## config.mk

```make
export PLATFORM = sky130hd
export DESIGN_NAME = lsu_mem_master
export DESIGN_NICKNAME = d
export VERILOG_FILES = /design/src/rtl/lsu_mem_master.sv
export SDC_FILE = /design/constraint.sdc
export NUM_CORES = 1
export LEC_CHECK = 0
export ABC_CLOCK_PERIOD_IN_PS = 3000
export CAP_MARGIN = 5
export CORE_ASPECT_RATIO = 1.2
export CORE_MARGIN = 1
export CORE_UTILIZATION = 46
export DETAILED_ROUTE_END_ITERATION = 6
export PLACE_DENSITY = 0.81
export REMOVE_ABC_BUFFERS = 1
export SETUP_SLACK_MARGIN = 0.05
export SLEW_MARGIN = 20
export SYNTH_ARGS = -nofsm -noshare
export SYNTH_HDL_FRONTEND = slang
export SYNTH_SLANG_ARGS = --single-unit
```

## constraint.sdc

```tcl
create_clock -name clk -period 3 [get_ports clk]
set_clock_uncertainty 0.05 [all_clocks]
set_input_delay 0.45 -clock clk [delete_from_list [all_inputs] [get_ports clk]]
set_output_delay 0.45 -clock clk [all_outputs]
set_load 0.05 [all_outputs]
```

## src/rtl/lsu_mem_master.sv

```systemverilog
// lsu_mem_master: MEM-stage load/store initiator for the pipelined MIPS core.
// It turns byte-addressed LB/LBU/LH/LHU/LW/SB/SH/SW requests into accesses on
// a word-addressed data memory. Sub-word stores become a read-modify-write
// that holds the pipeline for one extra cycle.
//
// Ports:
//   clk, rst                  clock; synchronous active-high reset
//   req_valid/req_write/req_size/req_unsigned/req_addr/req_wdata
//                             request, sampled only while stall=0
//   stall                     pipeline hold (MERGE state)
//   load_data, load_valid     registered, extended load result and its pulse
//   fault                     one-cycle pulse for a rejected request
//   MemRead, MemWrite, Address, WriteData, ReadData
//                             word-addressed data memory port
module lsu_mem_master #(
    parameter int WORD_SHIFT = 2,
    parameter int MEM_WORDS  = 2101
) (
    input  logic        clk,
    input  logic        rst,
    input  logic        req_valid,
    input  logic        req_write,
    input  logic [1:0]  req_size,
    input  logic        req_unsigned,
    input  logic [31:0] req_addr,
    input  logic [31:0] req_wdata,
    output logic        stall,
    output logic [31:0] load_data,
    output logic        load_valid,
    output logic        fault,
    output logic        MemRead,
    output logic        MemWrite,
    output logic [31:0] Address,
    output logic [31:0] WriteData,
    input  logic [31:0] ReadData
);

    typedef enum logic {IDLE, MERGE} state_t;

    state_t      state, state_nxt;
    logic [31:0] index;
    logic        bad, accept, reject, sub_store;
    logic [7:0]  ld_byte;
    logic [15:0] ld_half;
    logic [31:0] ld_ext;

    // Read-modify-write context captured in the read cycle.
    logic [31:0] lat_word;
    logic [31:0] lat_idx;
    logic [1:0]  lat_lane;
    logic        lat_half;
    logic [15:0] lat_wdata;
    logic [31:0] merged;

    assign index = req_addr >> WORD_SHIFT;

    always_comb begin
        bad = (req_size == 2'b11)
           || (req_size == 2'b01 && req_addr[0])
           || (req_size == 2'b10 && req_addr[1:0] != 2'b00)
           || (index >= 32'(MEM_WORDS));
    end

    assign accept    = (state == IDLE) && req_valid && !bad;
    assign reject    = (state == IDLE) && req_valid && bad;
    assign sub_store = accept && req_write && (req_size != 2'b10);

    // Little-endian lane select; a half-word starts at lane {addr[1],0}.
    assign ld_byte = ReadData[{req_addr[1:0], 3'b000} +: 8];
    assign ld_half = ReadData[{req_addr[1], 4'b0000} +: 16];

    always_comb begin
        case (req_size)
            2'b00:   ld_ext = req_unsigned ? {24'h0, ld_byte} : {{24{ld_byte[7]}}, ld_byte};
            2'b01:   ld_ext = req_unsigned ? {16'h0, ld_half} : {{16{ld_half[15]}}, ld_half};
            default: ld_ext = ReadData;
        endcase
    end

    // Per-lane merge: a lane takes new data only if the stored byte/half
    // covers it; the upper byte of a half goes to the odd lane.
    for (genvar b = 0; b < 4; b++) begin : g_lane
        localparam logic [1:0] LANE = 2'(b);
        logic hit;
        assign hit = lat_half ? (lat_lane[1] == LANE[1]) : (lat_lane == LANE);
        assign merged[8*b +: 8] = !hit ? lat_word[8*b +: 8]
                                : (lat_half && LANE[0]) ? lat_wdata[15:8]
                                : lat_wdata[7:0];
    end

    always_comb begin
        state_nxt = state;
        stall     = (state == MERGE);
        MemRead   = 1'b0;
        MemWrite  = 1'b0;
        Address   = 32'h0;
        WriteData = 32'h0;
        case (state)
            IDLE: begin
                if (accept) begin
                    Address = index;
                    if (!req_write) begin
                        MemRead = 1'b1;
                    end else if (req_size == 2'b10) begin
                        MemWrite  = 1'b1;
                        WriteData = req_wdata;
                    end else begin
                        MemRead   = 1'b1;
                        state_nxt = MERGE;
                    end
                end
            end
            MERGE: begin
                MemWrite  = 1'b1;
                Address   = lat_idx;
                WriteData = merged;
                state_nxt = IDLE;
            end
            default: state_nxt = IDLE;
        endcase
        // Reset wins over everything, including a pending merge write.
        if (rst) begin
            MemRead   = 1'b0;
            MemWrite  = 1'b0;
            Address   = 32'h0;
            WriteData = 32'h0;
        end
    end

    always_ff @(posedge clk) begin
        if (rst) begin
            state      <= IDLE;
            load_data  <= 32'h0;
            load_valid <= 1'b0;
            fault      <= 1'b0;
            lat_word   <= 32'h0;
            lat_idx    <= 32'h0;
            lat_lane   <= 2'b00;
            lat_half   <= 1'b0;
            lat_wdata  <= 16'h0;
        end else begin
            state      <= state_nxt;
            load_valid <= accept && !req_write;
            fault      <= reject;
            if (accept && !req_write)
                load_data <= ld_ext;
            if (sub_store) begin
                lat_word  <= ReadData;
                lat_idx   <= index;
                lat_lane  <= req_addr[1:0];
                lat_half  <= req_size[0];
                lat_wdata <= req_wdata[15:0];
            end
        end
    end

endmodule

```

==> out/results.tsv <==
stage	metric	value	unit
yosys	synthXorXnorAreaFrac	0	%
setup_path	path_max_fanout	15	
die	die_area	0.0134	sq mm
setup_path	cp-end-kind	flip-flop	
detailed_routing	routed.top_layer	met4	
cts	cts_root_buf	clkbuf_16	
pwr	p_int	3.14	mW
detailed_routing	avgRoutedWirePerCell	20.4	um
cells_and_area	fin_nets	1038	
cts	clockBufferDepth	2	
global_routing	grt_start_max_net_pins	99	
yosys	synth_top_family_by_area	compound AO/OA/AOI/OAI gates	
setup_path	cp.arrival	3260	ps
hold_path	hold_path_class	in -> reg	
global_routing	antenna_found_initial	0	
global_routing	grt_pass1_vias	6579	
die	ios	204	
pwr	pwr_density_cell	419	mW/mm^2
die	row_count	45	
detailed_routing	route.met2.wl	11300	um
setup_path	crit_buf_inv	11	
yosys	synth_compound_area_share	31.1	%
place	placed_cell_area	0.00861	sq mm
detailed_routing	wl_met3	1710	um
yosys	synthAdderAreaFrac	0	%
status	violations	DRC	
cts	numCtsBuffers	17	
setup_path	worst_path_max_delay_cell	clkdlybuf4s50_1	
setup_path	crit_chain	clkdlybuf4s50_1, nor4_2, nand4_1, buf_4, buf_4, buf_4, buf_4, buf_4, buf_4, buf_4, buf_4, nor4b_4, buf_6, clkbuf_16, a21oi_1, nor3_1	
setup_path	crit_family	buffers and inverters	
die	die_w	106	um
detailed_routing	drt_iter0_drc	653	
detailed_routing	drt-total-wl	22700	um
job	max_cap_viol_count	0	
global_routing	grt_usage	31.4	%
timing	setup_slack	6.05	ps
place	hpwl	13700	um
detailed_routing	via_count	6909	
yosys	synth-seq-cells	116	
die	core_region_area	0.0126	sq mm
pwr	seqPwrFrac	37.4	%
pwr	p_switching	0.984	mW
status	status	finished, violations left	
yosys	synth_mux_area_share	5.60	%
detailed_routing	drcViolationCount	2	
pwr	peakVddDrop	0.358	mV
pwr	combPwrFrac	9.2	%
cells_and_area	post-route-util	78.0	%
cells_and_area	fin_area	0.00984	sq mm
place	gp_congestion	0.900	
cts	cts_tree	yes	
yosys	synth_simple_gate_area_share	17.8	%
die	start_util	47.1	%
cts	ctsHtreeMaxLevel	4	
cells_and_area	final_cell_mix	dfxtp_1 (116), clkdlybuf4s50_1 (115), a21oi_1 (107)	
cells_and_area	mostFrequentLayoutCell	dfxtp_1	
timing	post-route-period-util	99.8	%
yosys	synth_cells	732	
cells_and_area	drive_gt1_share	21.4	%
cells_and_area	fillCellCount	792	
global_routing	grt_overflow	0	
cts	clock-sinks	116	
place	port_buffers	201	
yosys	synthArstFlopShare	0	%
setup_path	path_class	in -> reg	
setup_path	start_kind	input port	
timing	slew_headroom	34.6	%
global_routing	grt_pass1_wl	33600	um
timing	setup_viol	0	
timing	hold_violations	0	
die	fp.dieH	126	um
timing	fmax	0.334	GHz
cells_and_area	diodes	0	
yosys	synth_seq_area_share	39.1	%
pwr	total_leakage_power	3.69	nW
yosys	syn_area	0.00594	sq mm
timing	period_needed	2990	ps
timing	maxSlewViolCount	0	
setup_path	cpPeakStageDelay	410	ps
detailed_routing	ant_nets	0	
detailed_routing	met1_length	8720	um
cts	ctsHoldBuffers	0	
cells_and_area	syn2layout_area_growth	65.7	%
place	dp_slack	-90.5	ps
cts	clkTransAtPathRegs	60	ps
yosys	synth_cell_type_count	45	
yosys	synth_edf_count	0	
detailed_routing	routed_via_density	6.21	
yosys	yosys_warnings	0	
setup_path	crit_top_cell	buf_4	
setup_path	worstPathRequired	3260	ps
yosys	avgSynthCellArea	8.11	sq um
cts	clk_latency	410	ps
timing	worst_pin_slew	982	ps
pwr	pwr-share-clk	53.4	%
detailed_routing	firstDrtPassIters	7	
yosys	synthFlopType	dfxtp_1	
pwr	p_sw_share	23.9	%
-- cell type report --
cell class	count	area (sq um)	share of cell area [%]
Timing Repair Buffer	262	3090	31.4
Tap cell	164	205	2.09
Clock inverter	14	199	2.02
Clock buffer	18	439	4.46
Sequential cell	116	2320	23.6
Multi-Input combinational cell	527	3550	36.0
Inverter	11	41.3	0.420
-- sequential cells by signal, indices dropped and copies added (netlist names), 2 cells and up --
| signal | cells |
|---|---|
| lat_word | 32 |
| load_data | 32 |
| lat_idx | 30 |
| lat_wdata | 16 |
| lat_lane | 2 |
-- per-layer routing --
metal	global-route usage, %	vias up
li1	-	3134
met1	37.9	3274
met2	53.4	413
met3	5.91	88
met4	15.2	0
met5	0	-
-- synth_stat cells, types with 2 or more instances --
| library cell | number | area share [%] |
|---|---|---|
| a2111oi_0 | 16 | 2.4 |
| a211oi_1 | 17 | 2.1 |
| a21o_1 | 9 | 1.1 |
| a21oi_1 | 108 | 9.1 |
| a221o_1 | 7 | 1.2 |
| a221oi_1 | 8 | 1.2 |
| a22o_1 | 21 | 3.1 |
| and2_1 | 38 | 4.0 |
| and4_1 | 2 | 0.29 |
| buf_2 | 16 | 1.3 |
| buf_4 | 3 | 0.38 |
| clkbuf_1 | 60 | 3.8 |
| dfxtp_1 | 116 | 39 |
| inv_1 | 11 | 0.70 |
| mux2i_1 | 31 | 5.2 |
| nand2_1 | 11 | 0.70 |
| nand2b_1 | 3 | 0.32 |
| nand3_1 | 72 | 6.1 |
| nor2_1 | 31 | 2.0 |
| nor2b_1 | 6 | 0.63 |
| nor3_1 | 20 | 1.7 |
| nor4_1 | 6 | 0.63 |
| nor4b_2 | 2 | 0.51 |
| o21ai_0 | 80 | 6.7 |
| o2bb2ai_1 | 16 | 2.4 |
| or3b_2 | 3 | 0.44 |
-- worst register-to-register path: stages, from the launching register on --
cell and delay, ps:
dfxtp_1 340, nand2b_1 200, nor3b_1 290, nand3_2 320, buf_12 290, o21ai_0 270
a21oi_1 110
-- worst paths after layout --
check                     from  slack (ps)            end  cells past startpoint
hold reg to reg    lat_idx[20]         410    lat_idx[20]                      1
setup / recovery  req_addr[28]           6  load_data[27]                     16
setup reg to reg         stall         990   lat_word[19]                      6
hold / removal             rst         280   lat_word[15]                      2
-- per-stage QoR --
stage               power, mW  setup TNS [ps]  cells  hold WS, ps
floorplan                1.68         -122030    653          371
detailed placement       1.93           -2740   1055          386
global placement         1.92            -590   1055          383
CTS                      4.10               0   1104          261
finish                   4.12               0   1112          280
global route             4.23           -3050   1112          281
-- repair_timing --
item,in CTS,in global routing
endpoints found under the setup margin,45,62
pin swaps,12,17
gates cloned,3,4
gates resized for setup,36,47
buffers inserted,14,4
-- kinds of logic after synthesis --
kind of cell    after synthesis
flops                       116
mux                          32
other cells                   1
compound gates              293
buf+inv                      91
simple gates                199
-- power by group through the flow --
stage	logic, mW	registers, mW	clock network (mW)
final	0.379	1.54	2.20
after global routing	0.397	1.54	2.29
after CTS	0.359	1.54	2.20
after detailed placement	0.354	1.58	0
after global placement	0.349	1.58	0
after floorplan	0.0992	1.58	0
Note: power is estimated with default switching activity, not from simulation.
